`config.mk`:
```
export PLATFORM = sky130hd
export DESIGN_NAME = clk_div_bank_flat
export DESIGN_NICKNAME = d
export VERILOG_FILES = /design/src/rtl/clk_div_pkg.sv /design/src/rtl/clk_div_bank_if.sv /design/src/rtl/clk_div_ch.sv /design/src/rtl/clk_div_bank.sv /design/src/flat_wrapper.sv
export SDC_FILE = /design/constraint.sdc
export NUM_CORES = 1
export LEC_CHECK = 0
export ABC_AREA = 1
export ABC_CLOCK_PERIOD_IN_PS = 5100
export CORE_UTILIZATION = 60
export DETAILED_ROUTE_END_ITERATION = 8
export HOLD_SLACK_MARGIN = 0.1
export PLACE_DENSITY = 0.78
export SYNTH_ARGS = -nofsm -noshare
export SYNTH_HDL_FRONTEND = slang
export SYNTH_SLANG_ARGS = --single-unit
```
`constraint.sdc`:
```
create_clock -name clk_in -period 5.1 [get_ports clk_in]
set_input_delay 1.02 -clock clk_in [delete_from_list [all_inputs] [get_ports clk_in]]
set_output_delay 1.02 -clock clk_in [all_outputs]
set_load 0.02 [all_outputs]
```
`src/rtl/clk_div_pkg.sv`:
```
// Shared types and helpers for the programmable clock-divider bank.
// The helpers use 32-bit arithmetic so that (div+1) cannot overflow at any counter width.
package clk_div_pkg;
  localparam int CNT_W_DEF = 8;

  typedef logic [CNT_W_DEF-1:0] cnt_t;

  typedef struct packed {
    cnt_t div;
    cnt_t phase;
  } cfg_t;

  // Number of source ticks div_out stays high per period: ceil(div/2).
  function automatic logic [31:0] hi_len(input logic [31:0] div);
    return (div + 32'd1) >> 1;
  endfunction

  // Counter start value: phase limited to the last count of the period, 0 when halted.
  function automatic logic [31:0] clamp_phase(input logic [31:0] phase, input logic [31:0] div);
    if (div == 32'd0) return 32'd0;
    return (phase > div - 32'd1) ? div - 32'd1 : phase;
  endfunction
endpackage

```
`src/rtl/clk_div_bank_if.sv`:
```
// Configuration write port of the divider bank.
// Handshake: a write transfers on a clock edge where cfg_valid && cfg_ready; the master holds
// cfg_ch/cfg_div/cfg_phase stable while cfg_valid is high and cfg_ready is low.
interface clk_div_bank_if #(
  parameter int NUM_CH = 3,
  parameter int CNT_W  = 8
);
  localparam int CH_W = (NUM_CH > 1) ? $clog2(NUM_CH) : 1;

  logic             cfg_valid;
  logic             cfg_ready;
  logic [CH_W-1:0]  cfg_ch;
  logic [CNT_W-1:0] cfg_div;
  logic [CNT_W-1:0] cfg_phase;

  modport master (output cfg_valid, cfg_ch, cfg_div, cfg_phase, input cfg_ready);
  modport slave  (input cfg_valid, cfg_ch, cfg_div, cfg_phase, output cfg_ready);
endinterface

```
`src/rtl/clk_div_ch.sv`:
```
// One divider channel: period counter, shadow config with pending flag, registered outputs.
// Shadow config is applied only at terminal count (or immediately while inactive) to stay glitch-free.
module clk_div_ch
  import clk_div_pkg::*;
#(
  parameter int CNT_W   = CNT_W_DEF,
  parameter int DEF_DIV = 2
) (
  input  logic             clk,
  input  logic             rst,
  input  logic             en,
  input  logic             src,
  input  logic             cfg_we,
  input  logic [CNT_W-1:0] cfg_div,
  input  logic [CNT_W-1:0] cfg_phase,
  output logic             pending,
  output logic             div_out,
  output logic             tick_out
);
  localparam logic [CNT_W-1:0] DEF = CNT_W'(DEF_DIV);
  localparam logic [CNT_W-1:0] ONE = CNT_W'(1);

  logic [CNT_W-1:0] cnt, div, phase, sh_div, sh_phase;
  logic [CNT_W-1:0] hi, restart, load;
  logic             active, term, apply;

  assign active  = en && (div != '0);
  assign term    = active && src && (cnt == div - ONE);
  assign apply   = pending && (term || !active);
  assign hi      = CNT_W'(hi_len(32'(div)));
  assign restart = CNT_W'(clamp_phase(32'(phase), 32'(div)));
  assign load    = CNT_W'(clamp_phase(32'(sh_phase), 32'(sh_div)));

  always_ff @(posedge clk) begin
    if (rst) begin
      cnt      <= '0;
      div      <= DEF;
      phase    <= '0;
      sh_div   <= DEF;
      sh_phase <= '0;
      pending  <= 1'b0;
      div_out  <= 1'b0;
      tick_out <= 1'b0;
    end else begin
      div_out  <= active && (cnt < hi);
      tick_out <= term;
      // cfg_we is gated by !pending upstream, so it never coincides with apply.
      if (apply) begin
        div     <= sh_div;
        phase   <= sh_phase;
        cnt     <= load;
        pending <= 1'b0;
      end else begin
        if (cfg_we) begin
          sh_div   <= cfg_div;
          sh_phase <= cfg_phase;
          pending  <= 1'b1;
        end
        if (!en)               cnt <= restart;
        else if (div == '0)    cnt <= '0;
        else if (src)          cnt <= term ? '0 : cnt + ONE;
      end
    end
  end
endmodule

```
`src/rtl/clk_div_bank.sv`:
```
// Multi-channel programmable clock-divider bank with optional cascading.
// Decodes config writes to channels and chains tick_out[i-1] into channel i when cascaded.
module clk_div_bank
  import clk_div_pkg::*;
#(
  parameter int NUM_CH  = 3,
  parameter int CNT_W   = CNT_W_DEF,
  parameter int CASCADE = 1,
  parameter int DEF_DIV = 2
) (
  input  logic              clk_in,
  input  logic              rst_in,
  input  logic [NUM_CH-1:0] ch_en,
  clk_div_bank_if.slave     cfg,
  output logic [NUM_CH-1:0] pending,
  output logic [NUM_CH-1:0] div_out,
  output logic [NUM_CH-1:0] tick_out
);
  localparam int CH_W = (NUM_CH > 1) ? $clog2(NUM_CH) : 1;

  logic [NUM_CH-1:0] src;
  logic [NUM_CH-1:0] cfg_we;

  // Out-of-range channel numbers leave cfg_ready high so the write drains and is dropped.
  always_comb begin
    cfg.cfg_ready = 1'b1;
    for (int i = 0; i < NUM_CH; i++) begin
      if (cfg.cfg_ch == CH_W'(i)) cfg.cfg_ready = !pending[i];
    end
  end

  for (genvar i = 0; i < NUM_CH; i++) begin : g_ch
    assign cfg_we[i] = cfg.cfg_valid && !pending[i] && (cfg.cfg_ch == CH_W'(i));

    if (i == 0 || CASCADE == 0) begin : g_free
      assign src[i] = 1'b1;
    end else begin : g_casc
      assign src[i] = tick_out[i-1];
    end

    clk_div_ch #(
      .CNT_W   (CNT_W),
      .DEF_DIV (DEF_DIV)
    ) u_ch (
      .clk       (clk_in),
      .rst       (rst_in),
      .en        (ch_en[i]),
      .src       (src[i]),
      .cfg_we    (cfg_we[i]),
      .cfg_div   (cfg.cfg_div),
      .cfg_phase (cfg.cfg_phase),
      .pending   (pending[i]),
      .div_out   (div_out[i]),
      .tick_out  (tick_out[i])
    );
  end
endmodule

```
`src/flat_wrapper.sv`:
```
// flat-port wrapper written by rule: the top's interface ports become plain ports
module clk_div_bank_flat import clk_div_pkg::*;
#(
  parameter int NUM_CH  = 3,
  parameter int CNT_W   = CNT_W_DEF,
  parameter int CASCADE = 1,
  parameter int DEF_DIV = 2
)
  (clk_in, rst_in, ch_en, pending, div_out, tick_out, cfg_cfg_valid, cfg_cfg_ch, cfg_cfg_div, cfg_cfg_phase, cfg_cfg_ready);
  clk_div_bank_if #(.NUM_CH(NUM_CH), .CNT_W(CNT_W)) cfg_i ();
  input  logic clk_in;
  input  logic rst_in;
  input  logic [NUM_CH-1:0] ch_en;
  output logic [NUM_CH-1:0] pending;
  output logic [NUM_CH-1:0] div_out;
  output logic [NUM_CH-1:0] tick_out;
  input wire logic [$bits(cfg_i.cfg_valid)-1:0] cfg_cfg_valid;
  input wire logic [$bits(cfg_i.cfg_ch)-1:0] cfg_cfg_ch;
  input wire logic [$bits(cfg_i.cfg_div)-1:0] cfg_cfg_div;
  input wire logic [$bits(cfg_i.cfg_phase)-1:0] cfg_cfg_phase;
  output wire logic [$bits(cfg_i.cfg_ready)-1:0] cfg_cfg_ready;
  assign cfg_i.cfg_valid = cfg_cfg_valid;
  assign cfg_i.cfg_ch = cfg_cfg_ch;
  assign cfg_i.cfg_div = cfg_cfg_div;
  assign cfg_i.cfg_phase = cfg_cfg_phase;
  assign cfg_cfg_ready = cfg_i.cfg_ready;
  clk_div_bank #(.NUM_CH(NUM_CH), .CNT_W(CNT_W), .CASCADE(CASCADE), .DEF_DIV(DEF_DIV)) u_core (.clk_in(clk_in), .rst_in(rst_in), .ch_en(ch_en), .cfg(cfg_i), .pending(pending), .div_out(div_out), .tick_out(tick_out));
endmodule
```
==> results of run 1 <==
flip-flops by register name (all words and copies together) (netlist names):
| register | count |
|---|---|
| u_core.g_ch.u_ch.sh_phase | 24 |
| u_core.g_ch.u_ch.div | 24 |
| u_core.g_ch.u_ch.pending | 3 |
| u_core.g_ch.u_ch.sh_div | 24 |
| u_core.g_ch.u_ch.tick_out | 3 |
| u_core.g_ch.u_ch.phase | 24 |
| u_core.g_ch.u_ch.cnt | 24 |
| u_core.g_ch.u_ch.div_out | 3 |
metal layers:
layer  wire length (um)  up-vias
met1              11830     4493
met3               1854       47
met5                  0        -
met4                587        0
met2              11820      327
li1                   -     4889
final timing paths:
path	start	end	cells past startpoint	slack [ns]
max	cfg_cfg_ch[1]	cfg_cfg_ready	6	1.65
min	u_core.g_ch[1].u_ch.phase[0]	u_core.g_ch[1].u_ch.phase[0]	2	0.46
max reg2reg	u_core.g_ch[2].u_ch.sh_div[0]	u_core.g_ch[2].u_ch.cnt[7]	16	2.09
min reg2reg	u_core.g_ch[1].u_ch.phase[0]	u_core.g_ch[1].u_ch.phase[0]	2	0.46
tightest hold or removal path: cells and delay by family (launching register included):
family / cells / cell delay, ns
and+or+nand+nor: 1 / 0.06
DFF: 1 / 0.31
AOI/OAI and AO/OA: 1 / 0.05
cell usage after synthesis (23+ instances only):
cell type    n
nand2_1    328
nand3_1    190
inv_1      165
dfxtp_1    129
a21oi_1    125
nor2_1     102
ha_1        87
o21ai_0     76
xor2_1      41
clkbuf_1    27
nand4_1     26
nor3_1      23
through the flow:
stage,std cells,hold slack (ns),area [sq um],power [mW]
4_1_cts,1709,0.4665,10830,3.287
6_report,1709,0.4648,10830,3.293
3_5_place_dp,1677,0.4605,10160,1.917
3_3_place_gp,1677,0.4526,10160,1.898
2_1_floorplan,1489,0.4390,9950,1.740
5_1_grt,1709,0.4947,10830,3.460
power breakdown:
part,switching (mW),internal [mW],total (mW),leakage (nW)
Sequential,0.0814,1.07,1.15,1.05
Combinational,0.488,0.280,0.768,3.50
Clock,0.468,0.908,1.38,0.327
layout make-up:
class	instances	area (sq um)	area share
multi-input cells	1119	6277	0.5797
flip-flops and latches	129	2582	0.2385
inverters	175	661.9	0.06112
clock buffers	20	466.7	0.04310
repair buffers	38	367.9	0.03397
well taps	216	270.3	0.02496
clock inverters	12	202.7	0.01872
cells by family (layout without fill, tap and decap cells):
group                      Yosys count  count (layout)  synth area share
DFF                                129             129            0.2596
adders and majority gates           87              87            0.1094
buffers and inverters              241             245            0.1095
and+or+nand+nor                    734             734            0.3451
AOI/OAI and AO/OA                  245             245            0.1298
xor gates and xnor gates            53              53           0.04665
==> results.yml, run 1 <==
clocking:
  cts_resized: 0
  tritoncts: "done"
  htreeDepth: 4
  clock-sinks: 129
  cts.clk_slew.worst_paths_ns: 0.06
  cts.path.max_buffers: 2
  post-cts-setup-buffers: 0
  hold_buffers: 0
  clockRootBuffer: "clkbuf_16"
  cts_buffers: 17
  clock_latency_ns: 0.42
setup_path:
  startpoint_type: "input pin"
  max_stage_delay_ns: 0.61
  critPathSlowestCell: "clkdlybuf4s50_1"
  crit_family: "buffers and inverters"
  worstPathMaxFanout: 3
  crit_path_frequent_cell: "clkdlybuf4s50_1"
  critical_path_class: "in2out"
  crit_arrival_ns: 2.43
  crit_chain: "clkdlybuf4s50_1 > inv_1 > nor2_1 > nand2_1 > nand3_1 > clkdlybuf4s50_1"
  worst_setup_path_end_kind: "output port"
  crit_buf_inv: 3
  worstPathRequired_ns: 4.08
floorplan:
  rows: 46
  die_h_um: 130.8
  ios: 34
  dieArea_sq_mm: 0.01710
  core_area_sq_mm: 0.01606
  fp.dieW_um: 130.8
  start_util: 0.6196
placed_design:
  gp_congestion: 0.9347
  post-place-ws_ns: 1.651
  port_buffers: 33
  dp.final_hpwl_um: 19670
run:
  cap_violations: 0
global_route:
  top_usage_layer: "met2"
  use_met3: 0.05497
  grt_pass1_wl_um: 43100
  grt_max_degree: 47
  use_met2: 0.5216
  grt_pass1_vias: 8857
  grt_antenna_before_repair: 0
  use_met1: 0.4328
  grt_usage: 0.3220
  grt_overflow: 0
logic_synthesis:
  synth.distinct_cells: 42
  synth_seq_cells: 129
  yosysSeqAreaShare: 0.2596
  synth_edf_count: 0
  synth_top_area_cell: "dfxtp_1"
  netlist_top_cells_area: "dfxtp_1 (26%), nand2_1 (12%), ha_1 (11%)"
  yosysWarnings: 0
  synthArstFlopShare: 0
  postSynthAreaPerCell_sq_um: 6.682
  synthCells: 1489
  synthesis.nets: 1600
  synth_top_area_share: 0.2596
  synthesis.area_sq_mm: 0.009950
  synth_ff_type: "dfxtp_1"
timing:
  worst_clock_skew_ns: 0.009862
  max_freq_ghz: 0.2899
  slew_headroom: 0.3043
  setup-violations-final: 0
  tns_ns: 0
  hold_violations: 0
  finalCritPeriodShare: 0.6765
  timing.final.ws_setup_ns: 1.650
  slew_violations: 0
  min_period_ns: 3.450
  tightest_slew_ns: 1.040
  rsz0062_at_grt: "false"
finish:
  fill_cells: 1430
  num_antenna_cells: 0
  post-route-util: 0.6744
  layout_commonest_cell: "nand2_1"
  areaGrowthSynthToFinish_pct: 8.840
  final_cell_mix: "nand2_1 (328), nand3_1 (190), inv_1 (164), dfxtp_1 (129), a21oi_1 (125)"
  drive_gt1_frac: 0.06631
  nNetsFinal: 1591
routing:
  firstDrtPassIters: 5
  wl_per_cell_um: 15.26
  route.detailed.drc: 0
  num_vias: 9756
  routed_wl_um: 26090
  drtAntennaViolNets: 0
  drt-vias-per-instance: 5.709
  initialDrtViolationCount: 878
power:
  ir_drop_mv: 0.2280
  p_per_area_mw_per_mm2: 304.1
  leakagePower_nw: 4.880
worst_hold_path:
  hold_path.class: "reg2reg"
outcome:
  status: "finished, final reports clean"
Power figures use the tool's default switching activity.
==> run 2: changes to the inputs <==
--- a/config.mk
+++ b/config.mk
@@ -6,7 +6,7 @@
 export NUM_CORES = 1
 export LEC_CHECK = 0
 export ABC_AREA = 1
-export ABC_CLOCK_PERIOD_IN_PS = 5100
+export ABC_CLOCK_PERIOD_IN_PS = 3350
 export CORE_UTILIZATION = 60
 export DETAILED_ROUTE_END_ITERATION = 8
 export HOLD_SLACK_MARGIN = 0.1
==> constraint.sdc (replaced) <==
create_clock -name clk_in -period 3.35 [get_ports clk_in]
set_input_delay 0.67 -clock clk_in [delete_from_list [all_inputs] [get_ports clk_in]]
set_output_delay 0.67 -clock clk_in [all_outputs]
set_load 0.02 [all_outputs]
==> run 2 against run 1 <==
Via count decreased by 0.81%. Largest cell class unchanged. Utilization fell by 0.12 points. Non-clock buffer count increased by 3. Critical path type is now reg2reg.
==> results.yml, run 2 (same netlist as run 1, synthesis figures left out) <==
outcome:
  status: "finished, final reports clean"
timing:
  tightest_slew_ns: 0.7873
  slew_headroom: 0.4745
  tns_ns: 0
  min_period_ns: 2.992
  hold_violations: 0
  setup-violations-final: 0
  finalCritPeriodShare: 0.8932
  whs_ns: 0.4696
  slew_violations: 0
  worst_clock_skew_ns: 0.01364
  max_freq_ghz: 0.3342
  rsz0062_at_grt: "false"
routing:
  route.met2.wl_um: 11520
  drt-vias-per-instance: 5.652
  drtAntennaViolNets: 0
  wl_per_cell_um: 15.41
  num_vias: 9677
  routed_wl_um: 26380
  wl_met1_um: 12420
  firstDrtPassIters: 5
  route.detailed.drc: 0
  routed.top_layer: "met4"
  wl_met3_um: 2073
  initialDrtViolationCount: 848
finish:
  post-route-util: 0.6731
  drive_gt1_frac: 0.06885
  num_antenna_cells: 0
  final_cell_mix: "nand2_1 (328), nand3_1 (190), inv_1 (164), dfxtp_1 (129), a21oi_1 (125)"
  layout_commonest_cell: "nand2_1"
  fill_cells: 1446
  areaGrowthSynthToFinish_pct: 8.639
  nNetsFinal: 1594
global_route:
  grt_pass1_wl_um: 42190
  grt_overflow: 0
  grt_usage: 0.3204
  grt_pass1_vias: 8548
  grt_antenna_before_repair: 0
  grt_max_degree: 71
power:
  ir_drop_mv: 0.3698
  leakagePower_nw: 4.868
  p_per_area_mw_per_mm2: 447.1
  total_power_mw: 4.832
clocking:
  clock-sinks: 129
  clock_latency_ns: 0.44
  post-cts-setup-buffers: 0
  clockRootBuffer: "clkbuf_16"
  tritoncts: "done"
  htreeDepth: 4
  cts.path.max_buffers: 2
  cts.clk_slew.worst_paths_ns: 0.07
  cts_buffers: 17
setup_path:
  rr_worst_depth: 16
  critical_path_class: "reg2reg"
  worstPathRequired_ns: 3.66
  worstPathMaxFanout: 10
  worst_setup_path_end_kind: "flip-flop"
  crit_arrival_ns: 3.30
  regToRegSetupSlack_ns: 0.36
  reg2reg_to: "u_core.g_ch[0].u_ch.cnt[1]"
  timing.rr.start: "u_core.g_ch[0].u_ch.sh_div[0]"
  startpoint_type: "flip-flop"
placed_design:
  dp.final_hpwl_um: 19970
  gp_congestion: 0.9623
  port_buffers: 33
floorplan:
  rows: 46
  dieArea_sq_mm: 0.01710
  ios: 34
  core_area_sq_mm: 0.01606
  fp.dieW_um: 130.8
  start_util: 0.6196
  die_h_um: 130.8
run:
  cap_violations: 0
worst_hold_path:
  hold_path.class: "reg2reg"
  hold_end: "u_core.g_ch[2].u_ch.phase[0]"
  min_path_cells: 2
  worstHoldStart: "u_core.g_ch[2].u_ch.phase[0]"
run 2: per-layer routing:
| metal | vias to the layer above | track usage |
|---|---|---|
| li1 | 4920 | - |
| met1 | 4372 | 0.4401 |
| met2 | 350 | 0.5110 |
| met3 | 35 | 0.06718 |
| met4 | 0 | 0.07978 |
| met5 | - | 0 |
run 2: worst max-delay path, cell delays in order, from the launching register on:
cell and delay (ns):
dfxtp_1 0.39, inv_1 0.12, ha_1 0.25, nand3_1 0.11, xor2_1 0.20, inv_1 0.08, ha_1 0.29, nand4_1 0.13
o21bai_1 0.18, nand2_1 0.07, nand2_1 0.21, inv_1 0.24, nand2_1 0.07, nand2_1 0.06, nor2_1 0.04, o21ai_0 0.32
nor2_1 0.09
run 2: what timing repair did:
item,CTS,global route
setup endpoints to repair,0,3
resized for setup,0,1
hold buffers,0,0
run 2: stage by stage:
stage | area (sq um) | worst slack, ns | instances
floorplan | 9950 | 0.8998 | 1489
global placement | 10190 | 0.4509 | 1680
detailed placement | 10190 | 0.4401 | 1680
CTS | 10800 | 0.4022 | 1712
global route | 10810 | 0.01882 | 1712
finish | 10810 | 0.3579 | 1712
run 2: how the worst max path moves through the flow:
stage / startpoint / to / slack, ns
final: u_core.g_ch[0].u_ch.sh_div[0] / u_core.g_ch[0].u_ch.cnt[1] / 0.36
after global routing: u_core.g_ch[0].u_ch.sh_div[0] / u_core.g_ch[0].u_ch.cnt[1] / 0.02
after CTS: u_core.g_ch[0].u_ch.sh_div[0] / u_core.g_ch[0].u_ch.cnt[7] / 0.40
after detailed placement: u_core.g_ch[0].u_ch.sh_div[0] / u_core.g_ch[0].u_ch.cnt[1] / 0.44
after global placement: u_core.g_ch[0].u_ch.sh_div[0] / u_core.g_ch[0].u_ch.cnt[1] / 0.45
after floorplan: u_core.g_ch[2].u_ch.sh_div[0] / u_core.g_ch[2].u_ch.cnt[0] / 0.90
run 2: layout make-up:
cell class	count	area [sq um]	area share
clock buffers	17	425.4	0.03936
inverters	175	661.9	0.06123
clock inverters	15	183.9	0.01702
flip-flops and latches	129	2582	0.2389
well taps	216	270.3	0.02500
repair buffers	41	402.9	0.03727
multi-input cells	1119	6282	0.5812
run 2: where the power goes:
| group | leakage [nW] | switching, mW | total (mW) | internal [mW] |
|---|---|---|---|---|
| logic | 3.52 | 0.743 | 1.17 | 0.429 |
| clock network | 0.295 | 0.844 | 1.92 | 1.07 |
| registers | 1.05 | 0.122 | 1.74 | 1.62 |
| total | 4.87 | 1.71 | 4.83 | 3.12 |
